--- config.mk ---
export PLATFORM = sky130hd
export DESIGN_NAME = lfsr_offset_search
export DESIGN_NICKNAME = d
export VERILOG_FILES = /design/src/rtl/lfsr_offset_search.sv
export SDC_FILE = /design/constraint.sdc
export NUM_CORES = 1
export LEC_CHECK = 0
export CORE_MARGIN = 2
export CORE_UTILIZATION = 40
export DETAILED_ROUTE_END_ITERATION = 8
export PLACE_DENSITY_LB_ADDON = 0.15
export RECOVER_POWER = 100
export SKIP_CTS_REPAIR_TIMING = 1
export SYNTH_ARGS = -nofsm -noshare
export SYNTH_HDL_FRONTEND = slang
export SYNTH_SLANG_ARGS = --single-unit
--- constraint.sdc ---
create_clock -name clk_96MHz -period 5.7 [get_ports clk_96MHz]
set_input_delay 1.14 -clock clk_96MHz [delete_from_list [all_inputs] [get_ports clk_96MHz]]
set_output_delay 1.14 -clock clk_96MHz [all_outputs]
set_load 0.1 [all_outputs]
--- src/rtl/lfsr_offset_search.sv ---
// Parallel Galois-LFSR offset search: LANES lanes each sweep SEGMENT steps from their own seed
// and report the first offset whose LFSR state equals the captured data word.
module lfsr_offset_search #(
  parameter int unsigned WIDTH    = 17,
  parameter int unsigned LANES    = 4,
  parameter int unsigned SEGMENT  = 29970,
  parameter int unsigned OFFSET_W = 17
) (
  input  logic                clk_96MHz,
  input  logic                rst_n,
  input  logic [WIDTH-1:0]    polynomial,
  input  logic [WIDTH-1:0]    data,
  input  logic                start,
  input  logic                abort,
  input  logic                seed_wr,
  input  logic [2:0]          seed_idx,
  input  logic [WIDTH-1:0]    seed_value,
  output logic                ready,
  output logic                valid,
  input  logic                ack,
  output logic [OFFSET_W-1:0] offset,
  output logic                found,
  output logic                timeout
);

  localparam int unsigned CntW = (SEGMENT > 1) ? $clog2(SEGMENT) : 1;

  typedef enum logic [1:0] {StIdle, StLoad, StRun, StDone} state_e;

  state_e              state_q;
  logic [WIDTH-1:0]    data_q;
  logic [WIDTH-1:0]    poly_q;
  logic [WIDTH-1:0]    lane_q    [LANES];
  logic [WIDTH-1:0]    lane_step [LANES];
  logic [WIDTH-1:0]    seed_q    [LANES];
  logic [CntW-1:0]     cnt_q;
  logic                ready_q;
  logic                valid_q;
  logic                found_q;
  logic                timeout_q;
  logic [OFFSET_W-1:0] offset_q;

  logic                hit;
  logic [OFFSET_W-1:0] hit_off;

  // Scan from the top lane down so the lowest-index match is the one left standing.
  always_comb begin
    hit     = 1'b0;
    hit_off = '0;
    for (int k = int'(LANES) - 1; k >= 0; k--) begin
      if (lane_q[k] == data_q) begin
        hit     = 1'b1;
        hit_off = OFFSET_W'(cnt_q) + OFFSET_W'(k * SEGMENT);
      end
    end
  end

  always_comb begin
    for (int k = 0; k < LANES; k++) begin
      lane_step[k] = lane_q[k][0] ? ((lane_q[k] >> 1) ^ poly_q) : (lane_q[k] >> 1);
    end
  end

  // Seed table; entry 0 is unused because lane 0 always starts from 1.
  always_ff @(posedge clk_96MHz or negedge rst_n) begin
    if (!rst_n) begin
      for (int k = 0; k < LANES; k++) seed_q[k] <= '0;
    end else if (state_q == StIdle && seed_wr) begin
      for (int k = 1; k < LANES; k++) begin
        if (seed_idx == 3'(k)) seed_q[k] <= seed_value;
      end
    end
  end

  always_ff @(posedge clk_96MHz or negedge rst_n) begin
    if (!rst_n) begin
      state_q   <= StIdle;
      data_q    <= '0;
      poly_q    <= '0;
      cnt_q     <= '0;
      ready_q   <= 1'b1;
      valid_q   <= 1'b0;
      found_q   <= 1'b0;
      timeout_q <= 1'b0;
      offset_q  <= '0;
      for (int k = 0; k < LANES; k++) lane_q[k] <= '0;
    end else if (abort) begin
      state_q   <= StIdle;
      ready_q   <= 1'b1;
      valid_q   <= 1'b0;
      found_q   <= 1'b0;
      timeout_q <= 1'b0;
      offset_q  <= '0;
    end else begin
      unique case (state_q)
        StIdle: begin
          if (start) begin
            data_q  <= data;
            poly_q  <= polynomial;
            ready_q <= 1'b0;
            state_q <= StLoad;
          end
        end
        StLoad: begin
          lane_q[0] <= WIDTH'(1);
          for (int k = 1; k < LANES; k++) lane_q[k] <= seed_q[k];
          cnt_q <= '0;
          // An all-zero word is never produced from a nonzero start, so report it at once.
          if (data_q == '0) begin
            valid_q   <= 1'b1;
            found_q   <= 1'b0;
            timeout_q <= 1'b1;
            offset_q  <= '0;
            state_q   <= StDone;
          end else begin
            state_q <= StRun;
          end
        end
        StRun: begin
          if (hit) begin
            valid_q   <= 1'b1;
            found_q   <= 1'b1;
            timeout_q <= 1'b0;
            offset_q  <= hit_off;
            state_q   <= StDone;
          end else if (cnt_q == CntW'(SEGMENT - 1)) begin
            valid_q   <= 1'b1;
            found_q   <= 1'b0;
            timeout_q <= 1'b1;
            offset_q  <= '0;
            state_q   <= StDone;
          end else begin
            for (int k = 0; k < LANES; k++) lane_q[k] <= lane_step[k];
            cnt_q <= cnt_q + CntW'(1);
          end
        end
        StDone: begin
          if (ack) begin
            valid_q   <= 1'b0;
            found_q   <= 1'b0;
            timeout_q <= 1'b0;
            ready_q   <= 1'b1;
            state_q   <= StIdle;
          end
        end
        default: state_q <= StIdle;
      endcase
    end
  end

  assign ready   = ready_q;
  assign valid   = valid_q;
  assign found   = found_q;
  assign timeout = timeout_q;
  assign offset  = offset_q;

endmodule

==> reports/metrics.cfg <==
[yosys]
synth_edf_count=0
syn_avg_cell_area_um2=10.1
yosys_warnings=0
synthTopCellsByArea=dfrtp_1 42%, mux2_2 10%, xor2_1 7.6%
synth_fp_nets=1197
yosysSeqAreaShare=0.421
ys_ff_latch=191
ys_types=78
yosysTopAreaCell=dfrtp_1
yosysMostFrequentCell=dfrtp_1
synthArstFlopShare=1.00
ys.flop_type=dfrtp_1
synth_top_cell_area_share=0.419
synthCells=1125
synth_commonest_cells=190 x dfrtp_1, 102 x mux2_2, 102 x nand2_1, 98 x xor2_1, 82 x a21oi_1
syn_area_um2=11300

[placed_design]
place_area_um2=12300
port_buffers=80
place_worst_setup_slack_ps=1760
dp.final_hpwl_mm=23.1
gp_congestion=0.912

[clock_network]
cts_root_buf=clkbuf_16
path_clk_slew_ps=70
insertion_delay_ps=450
cts_max_level=4
cts_tree=done
cts_made_buffers=17
cts.path.max_buffers=2
cts.sinks=191

[layout]
area_growth_pct=12.7
layout.nets=1225
postLayoutCoreUtil=0.459
fin_area_um2=12800
drive_gt1_frac=0.142
fillCellCount=2672
diodes=0

[sta]
period_share=0.780
worstMarginPinSlew_ps=2470
min_period_ps=4440
fin_worst_skew_ps=16.1
drv_slew=188
slew_headroom=-0.648
finalSetupViolations=0
setup-tns-final_ps=0
timing.fmax_mhz=225
grt_setup_unrepaired=no
setup_slack_ps=1260
hold_viol=0

[worst_hold_path]
hp-class=reg -> reg
hp-start=offset[16]

[detailed_routing]
ant_nets=0
drt_first_pass_iters=5
wirelength_mm=32.2
drtIter0Drc=956
vias=8765
vias_per_cell=5.68
wl_per_cell_um=20.9
drc=0

[pwr]
seqPwrFrac=0.416
power_density_nw_per_um2=509
p_clk_frac=0.191
cellLeakagePower_nw=5.18
switching_share=0.417
switching_power_mw=2.71
combPwrFrac=0.393
ir_drop_mv=0.238
p_int_mw=3.79

[floorplan]
row_count=61
die_h_um=172
fp.dieArea_um2=29700
io_pins=81
core_area_um2=27900
start_util=0.407
die_w_um=172

[worst_setup_path]
slowest_delay_ps=980
path_class=reg -> reg
cp-end-kind=register
crit_start=data_q[10]
critPathMaxFanout=43
worst_setup_path_start_kind=register
crit_chain=xor2_1, nor4_1, nand4_1, nor2_1, clkbuf_1, o31ai_1, nand2_1, buf_12, mux2_1
slowest_stage=o31ai_1
r2r-start=data_q[10]
arrival_ps=4770
cp_top_family=simple AND/OR/NAND/NOR gates
required_ps=6020
crit_buf_inv=2

[flow_run]
maxCapViolCount=4

[run_status]
violations=max-capacitance violations, max-slew violations
status=finished, violations left

[grt]
grt_max_degree=103
grt.total_usage=0.222
grt_pass1_wl_mm=50.0
antenna_found_initial=0
grt_pass1_vias=8335
overflow=0

[path summary, 6_finish.rpt]
path,to,slack [ps],cells past startpoint
max,lane_q[22],1260,9
min,offset[16],480,2
max reg2reg,lane_q[22],1260,9
min reg2reg,offset[16],480,2
max in group asynchronous,data_q[6],1890,2
min in group asynchronous,cnt_q[13],1400,1
[logic make-up (layout without fill, tap and decap cells)]
group / after synthesis / in the layout / synth area share
DFF: 191 / 191 / 0.421
buffers and inverters: 112 / 153 / 0.0526
and+or+nand+nor: 300 / 300 / 0.126
adders and majority gates: 12 / 12 / 0.0132
AOI/OAI and AO/OA: 241 / 241 / 0.150
muxes: 135 / 135 / 0.134
xor gates and xnor gates: 134 / 134 / 0.103
[per-stage QoR]
step | std cells | hold WS, ps | power (mW)
6_report | 1544 | 476 | 6.51
2_1_floorplan | 1125 | 461 | 4.58
5_1_grt | 1544 | 499 | 6.93
3_3_place_gp | 1512 | 468 | 5.27
4_1_cts | 1544 | 488 | 6.56
3_5_place_dp | 1512 | 472 | 5.30
[worst min-delay path, delay by kind of cell (launching register included)]
kind	cells	cell delay [ps]
simple gates	1	50
flops	1	340
compound gates	1	60
[power by group through the flow]
stage          Sequential, mW  Combinational (mW)  Clock, mW
6_report                 2.71                2.56       1.24
5_1_grt                  2.78                2.83       1.32
4_1_cts                  2.70                2.59       1.27
3_5_place_dp             2.72                2.58          0
3_3_place_gp             2.71                2.56          0
2_1_floorplan            2.38                2.20          0
[cells in the final DEF (no fill, tap or decap), types with 10 or more instances in the layout]
cell,n
xnor2_1,36
or4_1,12
nor2_1,81
clkbuf_16,17
o211ai_1,15
nand3_1,23
o31ai_1,14
o21ai_0,39
nand4_1,17
nand2_1,103
mux2_2,102
mux2_1,30
dlygate4sd3_1,24
xor2_1,98
nor4_1,12
nor3_1,16
inv_1,24
ha_1,12
a21oi_1,82
buf_4,10
dfrtp_1,190
clkdlybuf4s50_1,55
o2bb2ai_1,17
[layout make-up]
cell class,instances,area [um2],area share
Timing Repair Buffer,96,910,0.0711
Multi-Input combinational cell,822,5930,0.463
Clock buffer,18,439,0.0343
Sequential cell,191,4780,0.374
Inverter,25,93.8,0.00733
Clock inverter,14,170,0.0133
Tap cell,378,473,0.0370
[layer usage]
metal	track usage	routed length, um
met1	0.316	15100
met2	0.341	14800
met3	0.0348	1420
met4	0.0837	916
met5	0	0
[flip-flops by register name (all words and copies together) (netlist names)]
signal and count:
found 1, valid 1, ready 1, lane_q 68
timeout 1, seed_q 51, state_q 2, poly_q 17
offset 17, data_q 17, cnt_q 15
(Power assumes the default switching activity.)
==> RTL edit, RTL diff (same flow settings) <==
One comparison of `cnt_q` changes from == to >=.
--- a/src/rtl/lfsr_offset_search.sv
+++ b/src/rtl/lfsr_offset_search.sv
@@ -123,7 +123,7 @@
             timeout_q <= 1'b0;
             offset_q  <= hit_off;
             state_q   <= StDone;
-          end else if (cnt_q == CntW'(SEGMENT - 1)) begin
+          end else if (cnt_q >= CntW'(SEGMENT - 1)) begin
             valid_q   <= 1'b1;
             found_q   <= 1'b0;
             timeout_q <= 1'b1;
Formal check against the unedited RTL: same outputs for any inputs over 4 cycles, from zero or initial values and one cycle with rst_n low; that may be too few to reach the edited logic, so the function may still have changed.
==> RTL edit against the unedited design <==
The flow still finishes with violations (capacitance limit, slew limit); final area decreased by 4.4%; sequential cell count unchanged; synthesized area decreased by 5.1%; critical path depth decreased by 1; setup slack improved by 0.060 ns; first-iteration DRC count decreased by 38%; wire length decreased by 5.0%; power decreased by 3.8%; critical endpoint is now lane_q[17].
==> RTL edit: results (changes against the unedited design) <==
* GPL Wtd Cong at 0.818 (-10%)
* Port Buf Inserts at 80 (unchanged)
* DR iter-0 viols at 597 (-38%)
* Synth unique cells at 71 (-9.0%)
* Worst Hold Class: reg2reg
* Area contributors post-synth: dfrtp_1, mux2_2, xnor2_1
* Largest regs: lane_q: 68 flops, seed_q: 51 flops
* GRT Resource Usage Total at 22.3% (+0.046 points)
* Layout cell share with drive strength beyond 1 at 12.7% (-1.5 points)
* Max FO, Critical Path at 89 (+110%)
* Largest net degree at the start of global routing at 125 (+21%)
* Sequential area share after synthesis at 44.4% (+2.3 points)
* Fin Clk Skew at 0.0172 ns (+0.00117 ns)
* Failing checks: capacitance limit, slew limit
* Top cells by count, synth: dfrtp_1, nor2_1, nand2_1, mux2_2, xnor2_1
* Fin nets at 1212 (-1.1%)
* Global-route wire length before repair at 48600 um (-2.7%)
* DRT Wirelength at 30600 um (-5.0%)
* Buffers from clock root to sink, at most at 2 (unchanged)
* Leakage power at 5.07 nW (-2.1%)
* Max Transition Viols Final at 125 (-34%)
* Maxcap violations at 2 (-2)
* Vias per cell at 5.61 (-1.3%)
* Fillers at 2578 (-3.5%)
* DRT Pass-1 Iters at 6 (+1)
* Outcome: finished with violations
* Cells on worst reg2reg path at 8 (-1)
* Area Growth Syn to Fin at 13.5%
* Final HPWL DP at 20900 um (-9.7%)
* TritonCTS Buffers at 17 (unchanged)
* Max_slew headroom at -36.3% (+29 points)
* Vias in the first global route at 8334 (-0.012%)
* Peak supply drop at 0.185 mV (-22%)
[RTL edit: power by group]
part / switching, mW / internal [mW] / total (mW) / leakage, nW
Sequential: 0.796 / 1.92 / 2.72 / 2.35
Combinational: 1.18 / 1.12 / 2.30 / 2.42
Clock: 0.594 / 0.648 / 1.24 / 0.302
[RTL edit: path summary, 6_finish.rpt]
kind | endpoint | slack, ns | start
setup / recovery | lane_q[17] | 1.32 | data_q[4]
hold / removal | offset[0] | 0.47 | offset[0]
setup reg to reg | lane_q[17] | 1.32 | data_q[4]
hold reg to reg | offset[0] | 0.47 | offset[0]
min in group asynchronous | data_q[4] | 0.68 | rst_n
max in group asynchronous | lane_q[59] | 3.83 | rst_n
[RTL edit: cell type report]
| type | instances | area share, % |
|---|---|---|
| clock buffers | 19 | 3.70 |
| clock inverters | 13 | 1.20 |
| inverters | 21 | 0.645 |
| multi-input cells | 815 | 44.5 |
| flip-flops and latches | 191 | 39.1 |
| well taps | 341 | 3.49 |
| repair buffers | 93 | 7.33 |
[RTL edit: metal layers]
layer	track usage (%)	share of wire (%)	up-vias
li1	-	-	3947
met1	30.8	47	4183
met2	36.1	47	201
met3	3.93	4.1	38
met4	6.26	2.1	0
met5	0	0	-
[RTL edit: cell families after synthesis]
group | Yosys count | share of synthesized area, %
adder cells (fa/ha/maj) | 13 | 1.51
AND/OR/NAND/NOR | 364 | 15.3
XOR/XNOR | 137 | 11.1
multiplexers | 89 | 9.27
buffers and inverters | 106 | 4.94
flip-flops | 191 | 44.4
AO/OA/AOI/OAI | 212 | 13.5
[RTL edit: per-stage QoR]
stage / worst slack, ns / cells
floorplan: 3.05 / 1112
global placement: 1.82 / 1461
detailed placement: 1.76 / 1461
CTS: 1.99 / 1493
global route: 1.11 / 1493
finish: 1.32 / 1493
[RTL edit: worst max-delay path, cell delays in order, from the launching register on]
cell and delay (ns):
dfrtp_1 0.52, xor2_1 0.21, nor4_1 0.40, nand3_1 0.20, or2_0 0.65, and3_1 0.47, nand2_2 1.21, o21ai_0 0.26
a221oi_2 0.28
